**config.mk**
```make
export PLATFORM = sky130hd
export DESIGN_NAME = bayer_mosaic_flat
export DESIGN_NICKNAME = d
export VERILOG_FILES = /design/src/rtl/bayer_mosaic_if.sv /design/src/rtl/bayer_mosaic.sv /design/src/flat_wrapper.sv
export SDC_FILE = /design/constraint.sdc
export NUM_CORES = 1
export LEC_CHECK = 0
export CAP_MARGIN = 0
export CORE_UTILIZATION = 50
export CTS_CLUSTER_SIZE = 25
export DETAILED_ROUTE_END_ITERATION = 12
export PLACE_DENSITY = 0.87
export SLEW_MARGIN = 0
export SYNTH_ARGS = -nofsm -noshare
export SYNTH_HDL_FRONTEND = slang
export SYNTH_SLANG_ARGS = --single-unit
```
**constraint.sdc**
```tcl
create_clock -name clk -period 3.7 [get_ports clk]
set_clock_uncertainty 0.2 [all_clocks]
set_input_delay 0.37 -clock clk [delete_from_list [all_inputs] [get_ports clk]]
set_output_delay 0.37 -clock clk [all_outputs]
set_load 0.1 [all_outputs]
```
**src/rtl/bayer_mosaic_if.sv**
```systemverilog
// Pixel-in / Bayer-sample-out stream bundle for bayer_mosaic.
// slave is the mosaic block's view, master is the producer/sink side.
interface bayer_mosaic_if;
    logic        in_valid;
    logic        in_ready;
    logic [31:0] in_pixel;
    logic        out_valid;
    logic        out_ready;
    logic [7:0]  out_data;
    logic [10:0] out_addr;
    logic        out_sof;
    logic        out_eol;
    logic        out_eof;

    modport slave (
        input  in_valid, in_pixel, out_ready,
        output in_ready, out_valid, out_data, out_addr, out_sof, out_eol, out_eof
    );

    modport master (
        output in_valid, in_pixel, out_ready,
        input  in_ready, out_valid, out_data, out_addr, out_sof, out_eol, out_eof
    );
endinterface

```
**src/rtl/bayer_mosaic.sv**
```systemverilog
// RGBA raster stream to single-sample Bayer (RGGB) mosaic.
// One output register stage; in_ready is the usual skid-less pass-through
// (ready whenever the output slot is empty or being drained).
module bayer_mosaic #(
    parameter int WIDTH  = 40,
    parameter int HEIGHT = 30
) (
    input  logic           clk,
    input  logic           reset,
    bayer_mosaic_if.slave  s,
    output logic [7:0]     frame_count
);

    logic [5:0]  x;
    logic [4:0]  y;
    logic        accept;
    logic        consume;
    logic        last_x;
    logic        last_y;
    logic [7:0]  sample;
    logic [10:0] addr;
    logic        unused_alpha;

    // Alpha carries no information for the mosaic.
    assign unused_alpha = ^s.in_pixel[7:0];

    assign s.in_ready = !reset && (!s.out_valid || s.out_ready);
    assign accept     = s.in_valid && s.in_ready;
    assign consume    = s.out_valid && s.out_ready;
    assign last_x     = (x == 6'(WIDTH - 1));
    assign last_y     = (y == 5'(HEIGHT - 1));
    assign addr       = 11'(y) * 11'(WIDTH) + 11'(x);

    // Pick the colour channel for the RGGB site at (x, y).
    always_comb begin
        sample = s.in_pixel[23:16];
        case ({x[0], y[0]})
            2'b00:   sample = s.in_pixel[31:24];
            2'b11:   sample = s.in_pixel[15:8];
            default: sample = s.in_pixel[23:16];
        endcase
    end

    // Raster position of the next pixel to be accepted.
    always_ff @(posedge clk) begin
        if (reset) begin
            x <= '0;
            y <= '0;
        end else if (accept) begin
            if (last_x) begin
                x <= '0;
                y <= last_y ? '0 : y + 5'd1;
            end else begin
                x <= x + 6'd1;
            end
        end
    end

    // Output register: load on accept, empty when drained with nothing behind it.
    always_ff @(posedge clk) begin
        if (reset) begin
            s.out_valid <= 1'b0;
            s.out_data  <= '0;
            s.out_addr  <= '0;
            s.out_sof   <= 1'b0;
            s.out_eol   <= 1'b0;
            s.out_eof   <= 1'b0;
        end else if (accept) begin
            s.out_valid <= 1'b1;
            s.out_data  <= sample;
            s.out_addr  <= addr;
            s.out_sof   <= (x == '0) && (y == '0);
            s.out_eol   <= last_x;
            s.out_eof   <= last_x && last_y;
        end else if (consume) begin
            s.out_valid <= 1'b0;
        end
    end

    // Frames count when the final sample leaves, not when it enters.
    always_ff @(posedge clk) begin
        if (reset) frame_count <= '0;
        else if (consume && s.out_eof) frame_count <= frame_count + 8'd1;
    end

endmodule

```
**src/flat_wrapper.sv**
```systemverilog
// flat-port wrapper written by rule: the top's interface ports become plain ports
module bayer_mosaic_flat 
#(
    parameter int WIDTH  = 40,
    parameter int HEIGHT = 30
)
  (clk, reset, frame_count, s_in_valid, s_in_pixel, s_out_ready, s_in_ready, s_out_valid, s_out_data, s_out_addr, s_out_sof, s_out_eol, s_out_eof);
  bayer_mosaic_if s_i ();
  input  logic clk;
  input  logic reset;
  output logic [7:0] frame_count;
  input wire logic [$bits(s_i.in_valid)-1:0] s_in_valid;
  input wire logic [$bits(s_i.in_pixel)-1:0] s_in_pixel;
  input wire logic [$bits(s_i.out_ready)-1:0] s_out_ready;
  output wire logic [$bits(s_i.in_ready)-1:0] s_in_ready;
  output wire logic [$bits(s_i.out_valid)-1:0] s_out_valid;
  output wire logic [$bits(s_i.out_data)-1:0] s_out_data;
  output wire logic [$bits(s_i.out_addr)-1:0] s_out_addr;
  output wire logic [$bits(s_i.out_sof)-1:0] s_out_sof;
  output wire logic [$bits(s_i.out_eol)-1:0] s_out_eol;
  output wire logic [$bits(s_i.out_eof)-1:0] s_out_eof;
  assign s_i.in_valid = s_in_valid;
  assign s_i.in_pixel = s_in_pixel;
  assign s_i.out_ready = s_out_ready;
  assign s_in_ready = s_i.in_ready;
  assign s_out_valid = s_i.out_valid;
  assign s_out_data = s_i.out_data;
  assign s_out_addr = s_i.out_addr;
  assign s_out_sof = s_i.out_sof;
  assign s_out_eol = s_i.out_eol;
  assign s_out_eof = s_i.out_eof;
  bayer_mosaic #(.WIDTH(WIDTH), .HEIGHT(HEIGHT)) u_core (.clk(clk), .reset(reset), .s(s_i), .frame_count(frame_count));
endmodule
```
==> results by group, run 1 <==
Cells and area
  – Total Nets Final: 368
  – Ant. Diodes: 0
  – Non-filler cells, final: 364
  – Layout cells sized above 1: 5.73%
  – Most frequent cells in the layout: clkdlybuf4s50_1, dfxtp_1, a21oi_1
  – Synth-to-Final Area Change: 33.4%
  – Leading cell type in the layout, fill and taps excluded: clkdlybuf4s50_1

Worst hold path
  – Worst hold start: u_core.s.out_addr[3]
  – Worst hold path class: reg -> reg

Detailed routing
  – Starting DRC count in detailed routing: 70
  – Pre-Repair DR Iteration Count: 4
  – Post-DR vias/cell: 5.59
  – Drt wl/cell: 14.1 µm
  – WL final: 5130 µm
  – Antenna Nets Post-Route: 0
  – # DRC: 0
  – Via count: 2036

Timing
  – Final count of negative-setup-slack endpoints: 0
  – Min Clock Period, post-route: 2460 ps
  – Sum Neg Setup Slack: 0 ps
  – Peak Freq: 407 MHz
  – Rel. slew slack: 34.3%
  – Fin crit share: 66.4%
  – RSZ-0062 raised after global routing: no
  – Worst-Margin Slew: 982 ps
  – Final Hold Viols: 0
  – Max-slew violations: 0

Clocking
  – Clock Tree Buf Depth: 2
  – Clock transition at path regs: 80 ps
  – Clk root buf: clkbuf_8
  – CTS Hold Bufs: 0
  – Total clock sinks: 42
  – CTS tree: yes
  – Clock insertion delay at the later pin of the skew report: 300 ps
  – # Post-CTS Setup Buffers: 0
  – Post-CTS Resized: 0
  – H-tree depth: 2
  – CTS Buf Count: 5

Synth
  – Post-synth cell types: 39
  – Syn. warnings: 0
  – Synth Instances: 258
  – Post-synthesis async set-or-reset flop share: 0%
  – Register bit total from synthesis: 42
  – Sequential share of the synthesized area: 38.4%
  – Number of flops mapped to enable cells by yosys: 0
  – Mean Syn Cell Area: 8.50 µm²
  – Mapped Area: 2190 µm²
  – Most used DFF post-synth: dfxtp_1
  – Syn_nets: 313

Run
  – Max-Cap Viols: 0

Placement
  – Detailed placement HPWL: 3780 µm
  – Placed cell count: 356
  – Gpl congestion: 0.819
  – PortBufs: 59

Worst setup path
  – CP arrival: 1890 ps
  – Worst setup SP type: register
  – Crit path max-delay family: buffers and inverters
  – Worst EP required: 3130 ps
  – Worst r2r src: u_core.y[4]
  – Reg2reg end: u_core.s.out_addr[9]
  – Worst R2R Setup Slack: 1300 ps
  – Worst setup path endpoint: frame_count[2]
  – CP cell instances: clkdlybuf4s50_1
  – Setup CP Type: reg -> out
  – Launch point of the worst path: u_core.frame_count[2]
  – Slowest CP cell: clkdlybuf4s50_1
  – CP Buf/Inv Count: 1
  – Worst-case reg-to-reg path depth: 6
  – Worst-path fanout max: 5
  – CP Capture Type: primary output
  – CP max stage delay: 1160 ps
  – Worst path depth: 1

Global route
  – Vias in the first global route: 1808
  – First-pass GRT wire length: 8070 µm
  – Initial antenna violation count: 0
  – Grt ovf: 0
  – Largest net degree at the start of global routing: 25
  – Tot GR Track Use: 23.1%

Floorplan
  – DIE HEIGHT: 68.2 µm
  – Die Span X: 68.2 µm
  – Core ar.: 4120 µm²
  – # rows: 23
  – Starting Density: 53.3%
  – Die area: 4650 µm²
  – I/O pin cnt: 68

Power and ir drop
  – Leak: 1.16 nW
  – Worst VDD drop: 0.000166 V
  – Power Dens Cells: 352 nW/µm²

Run status
  – Status: finished, final reports clean
-- worst min path at each step --
stage / to / depth (start not counted)
finish: u_core.s.out_addr[3] / 2
global route: u_core.s.out_addr[4] / 2
CTS: u_core.s.out_addr[3] / 2
detailed placement: u_core.s.out_addr[3] / 2
global placement: u_core.s.out_addr[3] / 2
floorplan: u_core.s.out_valid / 2
-- state kept, by name, summed over array words and instances (netlist names) --
name and cells:
u_core.s.out_addr 11, u_core.frame_count 8, u_core.s.out_data 8, u_core.x 6, u_core.y 5, u_core.s.out_eof 1
u_core.s.out_eol 1, u_core.s.out_sof 1, u_core.s.out_valid 1
-- where the power goes --
group	leakage [nW]	internal [W]	switching (W)
Clock	0.0504	0.000201	0.000161
Combinational	0.774	0.0000632	0.000132
Sequential	0.341	0.000464	0.00000766
-- cells by family after synthesis --
kind of cell | synth area share (%)
AOI/OAI and AO/OA | 18.8
xor gates and xnor gates | 5.42
adders and majority gates | 11.5
buffers and inverters | 4.57
DFF | 38.4
and+or+nand+nor | 21.3
-- routing by layer --
metal | vias to the layer above | global-route usage (%) | share of wire, % | wire (µm)
met3 | 5 | 5.33 | 5.4 | 276
met5 | - | 0 | 0 | 0
met4 | 0 | 5.47 | 0.80 | 41
li1 | 1033 | - | - | -
met1 | 942 | 28.3 | 44 | 2230
met2 | 56 | 40.7 | 50 | 2580
-- layout make-up --
cell class | instances | area [µm²]
clock buffer | 5 | 68.8
clock inverter | 3 | 45.0
fill | 328 | 1190
inverter | 8 | 30.0
multi-input combinational | 192 | 1250
sequential | 42 | 841
tap | 50 | 62.6
timing repair buffer | 64 | 626
-- synth_stat cells (all sizes together), types with 3 or more instances --
| library cell | instances | area [µm²] |
|---|---|---|
| xor2 | 4 | 35.0 |
| nand4 | 6 | 37.5 |
| inv | 7 | 26.3 |
| buf | 3 | 20.0 |
| a22oi | 8 | 60.1 |
| nor3 | 3 | 15.0 |
| xnor2 | 7 | 61.3 |
| a21oi | 25 | 125 |
| clkbuf | 13 | 50.0 |
| nor2 | 21 | 78.8 |
| nand2 | 20 | 75.1 |
| or4 | 6 | 45.0 |
| dfxtp | 42 | 841 |
| o21ai | 18 | 90.1 |
| ha | 17 | 213 |
| o31ai | 7 | 57.6 |
| a21o | 4 | 30.0 |
| nand3 | 24 | 120 |
| or3 | 5 | 31.3 |
-- metrics by stage --
step           hold WS [ps]  worst slack (ps)  utilization (%)  cell area (µm²)  total power [W]
2_1_floorplan           291               943                -             2190         0.000612
3_3_place_gp            244              1030             68.3             2810         0.000674
3_5_place_dp            247               987             68.3             2810         0.000677
4_1_cts                 260              1240             71.1             2920          0.00103
5_1_grt                 288              1110             71.1             2920          0.00107
6_report                255              1240             71.1             2920          0.00103
Power figures use the tool's default switching activity.
==> run 2: changes to the inputs <==
--- a/config.mk
+++ b/config.mk
@@ -6,10 +6,10 @@
 export NUM_CORES = 1
 export LEC_CHECK = 0
 export CAP_MARGIN = 0
-export CORE_UTILIZATION = 50
+export CORE_UTILIZATION = 47
 export CTS_CLUSTER_SIZE = 25
 export DETAILED_ROUTE_END_ITERATION = 12
-export PLACE_DENSITY = 0.87
+export PLACE_DENSITY = 0.83
 export SLEW_MARGIN = 0
 export SYNTH_ARGS = -nofsm -noshare
 export SYNTH_HDL_FRONTEND = slang
==> constraint.sdc (replaced) <==
create_clock -name clk -period 2.3 [get_ports clk]
set_clock_uncertainty 0.2 [all_clocks]
set_input_delay 0.23 -clock clk [delete_from_list [all_inputs] [get_ports clk]]
set_output_delay 0.23 -clock clk [all_outputs]
set_load 0.1 [all_outputs]
==> run 2 against run 1 <==
  * Clock power grew 35%
  * Cell count grew 4.1%
  * Register-to-register slack lost 1200 ps
  * Combinational power grew 66%
  * Worst hold slack gained 1.3 ps
  * Global-route usage shrank 0.073 points
==> results by group, run 2 (synthesis gave the netlist of run 1 again) <==
Timing
  – Final Hold Viols: 0
  – Crit path setup slack, layout: 90.3 ps
  – Worst-Margin Slew: 482 ps
  – Min Clock Period, post-route: 2210 ps
  – Final count of negative-setup-slack endpoints: 0
  – Rel. slew slack: 67.9%
  – RSZ-0062 raised after global routing: no
  – Hold WS: 256 ps
  – Max-slew violations: 0
  – Fin crit share: 96.1%
  – Peak Freq: 453 MHz

Power and ir drop
  – Gate power share: 20.6%
  – Clock share of power: 31.1%
  – Leak: 1.29 nW
  – Worst VDD drop: 0.000234 V
  – Power Dens Cells: 530 nW/µm²
  – Switching share of total power: 30.2%
  – Power Internal: 0.00110 W
  – Share of power burned in registers: 48.3%
  – P_sw: 0.000474 W

Clocking
  – CTS Hold Bufs: 0
  – Clock transition at path regs: 80 ps
  – H-tree depth: 2
  – Clk root buf: clkbuf_8
  – Clock Tree Buf Depth: 2
  – CTS tree: yes
  – Total clock sinks: 42
  – Clock insertion delay at the later pin of the skew report: 290 ps
  – CTS Buf Count: 5

Detailed routing
  – Pre-Repair DR Iteration Count: 4
  – Antenna Nets Post-Route: 0
  – Via count: 2112
  – Post-DR vias/cell: 5.57
  – Starting DRC count in detailed routing: 56
  – # DRC: 0
  – WL final: 5270 µm
  – Drt wl/cell: 13.9 µm

Worst setup path
  – CP arrival: 2190 ps
  – Worst R2R Setup Slack: 90 ps
  – CP cell instances: buf_4, ha_1, ha_2, fa_2, xor2_2, and4_1, a31o_2
  – CP max stage delay: 390 ps
  – Worst EP required: 2280 ps
  – Worst setup SP type: register
  – Slowest CP cell: fa_2
  – Setup CP Type: reg -> reg
  – Worst-case reg-to-reg path depth: 7
  – Worst-path fanout max: 6
  – CP Capture Type: register

Cells and area
  – Leading cell type in the layout, fill and taps excluded: buf_4
  – # fillers: 380
  – Largest reg by FF count: u_core.s.out_addr
  – Non-filler cells, final: 379
  – Layout cells sized above 1: 20.8%
  – Max reg flops: 11
  – Most frequent cells in the layout: buf_4, dfxtp_1, clkdlybuf4s50_1
  – Largest registers: u_core.s.out_addr x11, u_core.frame_count x8, u_core.s.out_data x8
  – Total Nets Final: 381
  – Ant. Diodes: 0
  – Final core utilization: 67.0%
  – Synth-to-Final Area Change: 34.9%
  – Register area: 843 µm²
  – Area of the multi-input gates: 1270 µm²

Run
  – Max-Cap Viols: 0

Global route
  – First-pass GRT wire length: 9150 µm
  – Met2 Resource Use GR: 40.3%
  – Vias in the first global route: 2093
  – Largest net degree at the start of global routing: 34
  – GR peak layer: met2
  – Initial antenna violation count: 0
  – Met1 GRT Util: 27.2%
  – Met3 Resource Use GR: 5.48%
  – Grt ovf: 0
  – Tot GR Track Use: 23.1%

Placement
  – Gpl congestion: 0.844
  – Detailed placement HPWL: 3890 µm
  – Pre-CTS setup slack: -50.4 ps
  – PortBufs: 59
  – Placed cell count: 371

Floorplan
  – Die Span X: 70.3 µm
  – # rows: 24
  – Starting Density: 49.7%
  – I/O pin cnt: 68
  – Die area: 4940 µm²
  – DIE HEIGHT: 70.3 µm
  – Core ar.: 4410 µm²

Worst hold path
  – Worst hold path class: reg -> reg
  – Worst hold path depth: 2

Run status
  – Status: finished, final reports clean
run 2: per-layer routing:
metal / wire length [µm] / up-vias
met3: 198 / 9
met4: 101 / 0
li1: - / 1065
met5: 0 / -
met1: 2290 / 995
met2: 2680 / 43
run 2: metrics by stage:
stage / instance area, µm² / setup TNS [ps] / total power [W]
after detailed placement: 2850 / -212 / 0.00110
after CTS: 2950 / 0 / 0.00158
after global placement: 2850 / -125 / 0.00109
after global routing: 2960 / 0 / 0.00163
after floorplan: 2200 / 0 / 0.000985
final: 2960 / 0 / 0.00157
run 2: path summary, 6_finish.rpt:
| kind | endpoint | from |
|---|---|---|
| max | u_core.s.out_addr[10] | u_core.y[2] |
| min | u_core.s.out_addr[4] | u_core.s.out_addr[4] |
| max reg2reg | u_core.s.out_addr[10] | u_core.y[2] |
| min reg2reg | u_core.s.out_addr[4] | u_core.s.out_addr[4] |
run 2: what timing repair did:
action,in CTS,in global routing
buffers inserted,0,0
resized for setup,2,5
pin swaps,0,1
endpoints found under the hold margin,0,0
endpoints found under the setup margin,1,2
run 2: area by class of cell:
type	instances	area share (%)
multi-input combinational	192	42.9
clock buffer	7	2.92
clock inverter	1	0.169
timing repair buffer	77	22.3
tap	52	2.20
inverter	8	1.02
sequential	42	28.5
run 2: power by group through the flow:
| stage | clock (W) | sequential, W | combinational, W |
|---|---|---|---|
| 2_1_floorplan | 0 | 0.000900 | 0.0000850 |
| 3_3_place_gp | 0 | 0.000774 | 0.000318 |
| 3_5_place_dp | 0 | 0.000775 | 0.000321 |
| 4_1_cts | 0.000498 | 0.000758 | 0.000323 |
| 5_1_grt | 0.000530 | 0.000760 | 0.000342 |
| 6_report | 0.000488 | 0.000758 | 0.000323 |
run 2: worst max-delay path, delay by kind of cell (launching register included):
family          cells  cell delay [ps]
xor+xnor            1              170
fa+ha+maj           3              770
compound gates      1              230
flops               1              360
buf+inv             1              140
simple gates        1              220
==> run 3: changes to the inputs <==
--- a/config.mk
+++ b/config.mk
@@ -5,11 +5,12 @@
 export SDC_FILE = /design/constraint.sdc
 export NUM_CORES = 1
 export LEC_CHECK = 0
-export CAP_MARGIN = 0
+export CAP_MARGIN = 20
+export CORE_ASPECT_RATIO = 0.9
 export CORE_UTILIZATION = 47
 export CTS_CLUSTER_SIZE = 25
 export DETAILED_ROUTE_END_ITERATION = 12
-export PLACE_DENSITY = 0.83
+export PLACE_DENSITY = 0.85
 export SLEW_MARGIN = 0
 export SYNTH_ARGS = -nofsm -noshare
 export SYNTH_HDL_FRONTEND = slang
==> run 3 against run 2 <==
  * Sequential power barely moved
  * Sequential share of layout area fell by 0.45 points
  * Clock power rose by 3%
  * Critical path depth fell by 1
  * First-iteration DRC count is 91% higher
  * Setup slack gained 2.4 ps
  * Die area barely moved
  * Global-route usage rose by 0.069 points
  * Register-to-register slack about the same
  * Core utilization rose by 0.26 points
  * Non-clock buffer count rose by 4
  * Critical path type unchanged
  * Largest cell class unchanged
==> results by group, run 3 (synthesis gave the netlist of run 1 again) <==
Detailed routing
  – Pre-Repair DR Iteration Count: 4
  – # DRC: 0
  – WL final: 5470 µm
  – Starting DRC count in detailed routing: 107
  – Antenna Nets Post-Route: 0
  – Post-DR vias/cell: 5.45
  – Via count: 2141
  – Drt wl/cell: 13.9 µm

Power and ir drop
  – Worst VDD drop: 0.000241 V
  – Power Dens Cells: 529 nW/µm²
  – Leak: 1.31 nW

Clocking
  – Clk root buf: clkbuf_8
  – Clock Tree Buf Depth: 2
  – Clock transition at path regs: 90 ps
  – Clock insertion delay at the later pin of the skew report: 300 ps
  – CTS Buf Count: 5
  – CTS tree: yes
  – H-tree depth: 2
  – Total clock sinks: 42

Worst hold path
  – Worst hold path class: reg -> reg
  – Worst hold path depth: 2

Worst setup path
  – Worst-path fanout max: 3
  – Worst R2R Setup Slack: 90 ps
  – Worst setup SP type: register
  – CP arrival: 2210 ps
  – Worst EP required: 2300 ps
  – Setup CP Type: reg -> reg
  – Worst-case reg-to-reg path depth: 6
  – CP Capture Type: register

Placement
  – PortBufs: 59
  – Detailed placement HPWL: 4030 µm
  – Placed cell count: 384
  – Gpl congestion: 0.909

Timing
  – Final Hold Viols: 0
  – Fin crit share: 96.0%
  – Rel. slew slack: 68.7%
  – Final count of negative-setup-slack endpoints: 0
  – Peak Freq: 453 MHz
  – Hold WS: 259 ps
  – Min Clock Period, post-route: 2210 ps
  – Max-slew violations: 0
  – Worst-Margin Slew: 469 ps

Floorplan
  – Die area: 4940 µm²
  – Die Span X: 74.0 µm
  – Starting Density: 49.1%
  – DIE HEIGHT: 66.8 µm
  – I/O pin cnt: 68
  – # rows: 23
  – Core ar.: 4460 µm²

Global route
  – Grt ovf: 0
  – Initial antenna violation count: 0
  – Largest net degree at the start of global routing: 17
  – Tot GR Track Use: 23.1%
  – First-pass GRT wire length: 8730 µm
  – Vias in the first global route: 2000

Cells and area
  – Synth-to-Final Area Change: 36.9%
  – Total Nets Final: 385
  – Non-filler cells, final: 393
  – Largest registers: u_core.s.out_addr x11, u_core.frame_count x8, u_core.s.out_data x8
  – Max reg flops: 11
  – Largest reg by FF count: u_core.s.out_addr
  – Most frequent cells in the layout: buf_4, dfxtp_1, clkdlybuf4s50_1
  – Layout cells sized above 1: 21.5%
  – Leading cell type in the layout, fill and taps excluded: buf_4
  – Ant. Diodes: 0

Run status
  – Status: finished, final reports clean

Run
  – Max-Cap Viols: 0
==> run 3: cell types whose count changed in the layout (fill, tap and decap cells not counted), sizes merged <==
cell	delta
buf	+4
clkinvlp	+1
clkbuf	-1
==> run 3: final cells by class <==
type / count / area [µm²]
sequential: 42 / 842
clock buffer: 6 / 82.6
multi-input combinational: 192 / 1270
inverter: 8 / 30.0
fill: 374 / 1460
timing repair buffer: 81 / 688
tap: 62 / 77.6
clock inverter: 2 / 12.5
==> run 3: final timing paths <==
check	endpoint	from
worst max-delay path	u_core.s.out_addr[10]	u_core.y[1]
worst min-delay path	u_core.s.out_eol	u_core.s.out_eol
worst max register to register	u_core.s.out_addr[10]	u_core.y[1]
worst min register to register	u_core.s.out_eol	u_core.s.out_eol
==> run 3: per-stage QoR <==
stage	setup WS [ps]	instance area [µm²]	total power [W]	util, %	setup TNS, ps
2_1_floorplan	110	2200	0.000985	-	0
4_1_cts	50.7	2980	0.00160	66.8	0
3_5_place_dp	-5.78	2880	0.00110	64.7	-5.78
6_report	92.7	3000	0.00159	67.3	0
5_1_grt	-3.70	3000	0.00164	67.3	-3.70
3_3_place_gp	19.1	2880	0.00110	64.7	0
==> run 3: per-layer routing <==
metal	GRT usage (%)	wire (µm)	vias up
met5	0	0	-
met4	9.86	148	0
met1	27.3	2340	987
met2	39.8	2670	70
met3	5.45	316	19
li1	-	-	1065
==> run 3: repair_timing <==
item,in CTS,in global routing
hold buffers,0,0
setup buffers,0,1
endpoints found under the setup margin,0,2
gates resized for setup,0,3
endpoints found under the hold margin,0,0
==> run 3: worst max-delay path, stage by stage, from the launching register on <==
cell     delay, ps
dfxtp_1        330
ha_1           300
ha_1           230
fa_2           380
xor2_2         200
and4_1         240
a31o_2         230
==> run 3: power by group <==
| group | internal, W | switching (W) |
|---|---|---|
| registers | 0.000747 | 0.0000102 |
| logic | 0.000109 | 0.000218 |
| clock network | 0.000241 | 0.000263 |
| total | 0.00110 | 0.000491 |
==> RTL change 1: new RTL, config.mk and constraints of run 2 <==
Put one more register stage on the output `frame_count`, with the module's reset. The value now appears one clock later. The other outputs are not delayed to match.
--- a/src/rtl/bayer_mosaic.sv
+++ b/src/rtl/bayer_mosaic.sv
@@ -11,4 +11,6 @@
     output logic [7:0]     frame_count
 );
+
+    logic [7:0] frame_count_s0;
 
     logic [5:0]  x;
@@ -80,6 +82,14 @@
     // Frames count when the final sample leaves, not when it enters.
     always_ff @(posedge clk) begin
-        if (reset) frame_count <= '0;
-        else if (consume && s.out_eof) frame_count <= frame_count + 8'd1;
+        if (reset) frame_count_s0 <= '0;
+        else if (consume && s.out_eof) frame_count_s0 <= frame_count_s0 + 8'd1;
+    end
+
+    always_ff @(posedge clk) begin
+        if (reset) begin
+            frame_count <= '0;
+        end else begin
+            frame_count <= frame_count_s0;
+        end
     end
 
Behaviour: same outputs for any inputs over 10 cycles, from zero or initial values and one cycle with reset high; that may be too few to reach the edited logic, so the function may still have changed.
==> RTL change 1 against run 2 <==
Sequential power increased by 19%. Final area up 7.4%. Routed wire length up 4.6%. Area after synthesis up 12%. Clock power up 27%. Power grew 18%. Via count rose by 2.8%. Sequential cell count increased by 8. Highest routed layer unchanged. Setup slack worse by 0.0042 ns.
==> RTL change 1: results (changes against run 2) <==
[metrics] mean instance size in the synthesized netlist: 8.79 sq um (+3.5%)
[metrics] peak supply drop: 0.474 mV (+100%)
[metrics] compound-gate portion of the synthesized area: 16.7% (-2.1 points)
[metrics] worst reg2reg path endpoint: u_core.s.out_addr[8]
[metrics] Detail Placement HPWL: 4080 um (+4.9%)
[metrics] cell types with the highest counts after synthesis: sky130_fd_sc_hd__dfxtp_1 (50), sky130_fd_sc_hd__nor2_1 (23), sky130_fd_sc_hd__a21oi_1 (22), sky130_fd_sc_hd__nand3_1 (22), sky130_fd_sc_hd__nand2_1 (19)
[metrics] number of nets in the synthesized netlist: 334 (+6.7%)
[metrics] number of nets in the layout: 393 (+3.1%)
[metrics] fraction of final layout cells sized beyond drive strength 1: 17.4% (-3.4 points)
[metrics] Worst slew margin: 68.0% (+0.13 points)
[metrics] filler cell count: 411 (+8.2%)
[metrics] leakage power: 0.00135 uW (+4.8%)
[metrics] status: finished, final reports clean
[metrics] post-synth cell types: 49 (+26%)
[metrics] share of the synthesized netlist area taken by xor and xnor gates: 4.28% (-1.1 points)
[metrics] Hold Path Cell Cnt: 2 (unchanged)
[metrics] weighted congestion reported at the end of routability-driven placement: 0.835 (-1.0%)
[metrics] drt initial violations: 99 (+77%)
[metrics] r2r startpoint: u_core.y[1]
[metrics] worst-path fanout max: 3 (-3)
[metrics] Worst Hold Slack: 0.261 ns (+0.00493 ns)
[metrics] total wire length after detailed routing: 5510 um (+4.6%)
[metrics] placed instance area: 0.00305 sq mm (+7.2%)
[metrics] Post-Place Cells: 398 (+7.3%)
[metrics] overall via count from detail_route: 2171 (+2.8%)
[metrics] via count of the first global-routing pass: 2024 (-3.3%)
[metrics] final cell count without fillers: 406 (+7.1%)
## RTL change 1: cell count changes in the layout (fill, tap and decap cells not counted), sizes merged, moves of 3 or more
cell / before / now
o31ai: 7 / 1
dfxtp: 42 / 50
nor2b: 2 / 9
or4: 6 / 1
buf: 50 / 41
a21o: 4 / 1
nand4: 6 / 11
and3: 2 / 6
a21oi: 25 / 22
## RTL change 1: layout make-up
cell class / count / area (sq um) / area share, %
multi-input cells: 204 / 1350 / 42.6
flip-flops and latches: 50 / 1000 / 31.5
repair buffers: 68 / 591 / 18.6
well taps: 67 / 83.8 / 2.64
clock buffers: 5 / 68.8 / 2.17
clock inverters: 3 / 45.0 / 1.42
inverters: 9 / 33.8 / 1.06
## RTL change 1: per-layer routing
| layer | global-route usage, % | wire [um] | vias to the layer above |
|---|---|---|---|
| met5 | 0 | 0 | - |
| met4 | 5.03 | 48 | 0 |
| met3 | 4.47 | 287 | 6 |
| met2 | 37.2 | 2710 | 50 |
| met1 | 24.3 | 2460 | 1001 |
| li1 | - | - | 1114 |
## RTL change 1: power by group
part / leakage [uW] / internal [uW] / switching (uW)
Combinational: 0.000892 / 106 / 229
Clock: 0.0000504 / 324 / 296
Sequential: 0.000405 / 887 / 13.5
Total: 0.00135 / 1320 / 539
## RTL change 1: cells by family after synthesis
kind of cell	after synthesis
compound gates	64
xor+xnor	12
fa+ha+maj	19
buf+inv	25
flops	50
mux	1
simple gates	108
## RTL change 1: metrics by stage
stage / utilization [%] / setup slack, ns
2_1_floorplan: - / 0.0505
5_1_grt: 65.1 / 0.0118
3_5_place_dp: 62.6 / -0.00453
4_1_cts: 65.1 / 0.0237
3_3_place_gp: 62.6 / 0.0899
6_report: 65.1 / 0.0860
## RTL change 1: worst max-delay path by stage
stage / to / cells after the start / slack [ns] / start
3_5_place_dp: u_core.s.out_addr[8] / 7 / -0.005 / u_core.y[1]
2_1_floorplan: u_core.s.out_addr[8] / 7 / 0.05 / u_core.y[1]
3_3_place_gp: u_core.s.out_addr[8] / 7 / 0.09 / u_core.y[1]
5_1_grt: u_core.s.out_addr[8] / 7 / 0.01 / u_core.y[1]
4_1_cts: u_core.s.out_addr[8] / 7 / 0.02 / u_core.y[1]
6_report: u_core.s.out_addr[8] / 7 / 0.09 / u_core.y[1]
## RTL change 1: what timing repair did
| action | CTS | global route |
|---|---|---|
| gates resized for setup | 1 | 1 |
| buffers inserted | 0 | 0 |
| endpoints found under the setup margin | 1 | 3 |
## RTL change 1: worst max-delay path, delay by kind of cell (launching register included)
family                     cells  cell delay (ns)
adders and majority gates      3             0.91
DFF                            1             0.32
and+or+nand+nor                1             0.12
AOI/OAI and AO/OA              2             0.38
xor gates and xnor gates       1             0.17
==> RTL change 2: new RTL, config.mk and constraints of run 2 <==
Made on the original files. `HEIGHT` is set to 30 in 2 places; all go to 15.
--- a/src/rtl/bayer_mosaic.sv
+++ b/src/rtl/bayer_mosaic.sv
@@ -4,5 +4,5 @@
 module bayer_mosaic #(
     parameter int WIDTH  = 40,
-    parameter int HEIGHT = 30
+    parameter int HEIGHT = 15
 ) (
     input  logic           clk,
--- a/src/flat_wrapper.sv
+++ b/src/flat_wrapper.sv
@@ -3,5 +3,5 @@
 #(
     parameter int WIDTH  = 40,
-    parameter int HEIGHT = 30
+    parameter int HEIGHT = 15
 )
   (clk, reset, frame_count, s_in_valid, s_in_pixel, s_out_ready, s_in_ready, s_out_valid, s_out_data, s_out_addr, s_out_sof, s_out_eol, s_out_eof);
Function: no difference found for any inputs over 10 cycles, from zero or initial values and one cycle with reset high; that may be too few to reach the edited logic, so the function may still have changed.
==> RTL change 2 against run 2 <==
Combinational power decreased by 2%. Die area increased by 0.44%. Power about the same. Sequential cell count unchanged. Routed wire length increased by 1.0%. Area after synthesis increased by 0.46%. Critical path depth decreased by 1. Final area decreased by 1.8%. Fmax increased by 3.1%. Setup slack improved by 0.066 ns. Cell count decreased by 2.1%.
==> RTL change 2: results (changes against run 2) <==
[metrics] post-synth cell types: 38 (-2.6%)
[metrics] overall via count from detail_route: 2069 (-2.0%)
[metrics] Worst Hold Slack: 0.264 ns (+0.00809 ns)
[metrics] global-route wire length before repair: 9080 um (-0.75%)
[metrics] flop-to-flop setup slack: 0.16 ns (+0.07 ns)
[metrics] routed wl met2: 2440 um (-9.0%)
[metrics] fraction of final layout cells sized beyond drive strength 1: 19.1% (-1.7 points)
[metrics] Synth area leaders: sky130_fd_sc_hd__dfxtp_1 (38%), sky130_fd_sc_hd__ha_1 (9.7%), sky130_fd_sc_hd__a21oi_1 (5.7%), sky130_fd_sc_hd__nand3_1 (5.7%), sky130_fd_sc_hd__o21ai_0 (4.1%)
[metrics] number of nets in the layout: 373 (-2.1%)
[metrics] Hold Crit Start: u_core.s.out_addr[0]
[metrics] sequential share of the synthesized area: 38.2% (-0.17 points)
[metrics] Worst Hold Path EP: u_core.s.out_addr[0]
[metrics] total length of routed met3 wires: 433 um (+120%)
[metrics] post-cts repair resize count: 1 (-1)
[metrics] WP data arrival: 2.17 ns (-0.02 ns)
[metrics] drt initial violations: 80 (+43%)
[metrics] via count of the first global-routing pass: 1975 (-5.6%)
[metrics] cell with the largest stage delay on the worst path: sky130_fd_sc_hd__dfxtp_2
[metrics] worst-path fanout max: 8 (+2)
[metrics] status: finished, final reports clean
[metrics] cell types with the highest counts after synthesis: sky130_fd_sc_hd__dfxtp_1 (42), sky130_fd_sc_hd__a21oi_1 (25), sky130_fd_sc_hd__nand3_1 (25), sky130_fd_sc_hd__nor2_1 (21), sky130_fd_sc_hd__nand2_1 (20)
[metrics] worst slew pin tran: 0.461 ns (-0.0209 ns)
[metrics] worst reg2reg path endpoint: u_core.s.out_addr[9]
[metrics] length of routed wiring on met1: 2350 um (+2.8%)
[metrics] pin count of the biggest net entering global routing: 36 (+5.9%)
[metrics] Detail Placement HPWL: 3880 um (-0.24%)
[metrics] leakage power: 0.00126 uW (-2.1%)
[metrics] total routing resource utilization after global routing: 23.0% (-0.077 points)
[metrics] number of cells on the worst reg-to-reg path: 6 (-1)
[metrics] total wire length after detailed routing: 5320 um (+1.0%)
RTL change 2: cell count changes in the layout (fill, tap and decap cells not counted), moves of 2 or more:
cell | run 2 | this run
sky130_fd_sc_hd__buf_4 | 49 | 41
sky130_fd_sc_hd__o21ai_0 | 16 | 18
sky130_fd_sc_hd__o21ai_1 | 2 | 0
sky130_fd_sc_hd__or3_1 | 5 | 3
RTL change 2: worst reg2reg max path, delay by kind of cell, from the launching register on:
family	cells	cell delay, ns
AOI/OAI and AO/OA	3	0.51
xor gates and xnor gates	1	0.32
adders and majority gates	2	0.68
DFF	1	0.37
RTL change 2: layout make-up:
type | count | area (sq um)
Inverter | 8 | 30.0
Clock inverter | 2 | 12.5
Fill cell | 367 | 1510
Multi-Input combinational cell | 192 | 1270
Tap cell | 52 | 65.1
Clock buffer | 6 | 82.6
Sequential cell | 42 | 845
Timing Repair Buffer | 69 | 598
RTL change 2: metrics by stage:
stage	std cells	worst slack [ns]	total power (uW)	util, %	cell area (sq um)
2_1_floorplan	258	0.0856	988	-	2210
3_3_place_gp	363	0.0965	1090	63.3	2790
3_5_place_dp	363	0.0474	1090	63.3	2790
4_1_cts	371	0.0758	1590	65.4	2890
5_1_grt	371	0.0619	1650	65.8	2900
6_report	371	0.157	1570	65.8	2900
RTL change 2: cell families (layout without fill, tap and decap cells):
| group | Yosys count | in the layout | share of synthesized area [%] |
|---|---|---|---|
| AND/OR/NAND/NOR | 93 | 93 | 21.6 |
| flip-flops | 42 | 42 | 38.2 |
| AO/OA/AOI/OAI | 68 | 68 | 18.5 |
| XOR/XNOR | 12 | 12 | 5.40 |
| adder cells (fa/ha/maj) | 19 | 19 | 11.5 |
| buffers and inverters | 24 | 85 | 4.83 |
RTL change 2: where the power goes:
| part | total, uW | internal (uW) | switching, uW |
|---|---|---|---|
| clock network | 496 | 241 | 255 |
| logic | 315 | 101 | 214 |
| registers | 759 | 747 | 12.1 |
RTL change 2: how the worst max path moves through the flow:
| stage | start | endpoint | slack [ns] | depth (start not counted) |
|---|---|---|---|---|
| 4_1_cts | u_core.y[2] | u_core.s.out_addr[9] | 0.08 | 6 |
| 3_5_place_dp | u_core.y[2] | u_core.s.out_addr[9] | 0.05 | 6 |
| 3_3_place_gp | u_core.y[2] | u_core.s.out_addr[9] | 0.1 | 6 |
| 5_1_grt | u_core.y[1] | u_core.s.out_addr[9] | 0.06 | 7 |
| 2_1_floorplan | u_core.y[1] | u_core.s.out_addr[10] | 0.09 | 6 |
| 6_report | u_core.y[2] | u_core.s.out_addr[9] | 0.16 | 6 |
RTL change 2: layer usage:
| layer | track usage [%] | vias to the layer above |
|---|---|---|
| met5 | 0 | - |
| met4 | 8.44 | 0 |
| met3 | 6.78 | 9 |
| met2 | 37.2 | 84 |
| met1 | 28.8 | 934 |
| li1 | - | 1042 |
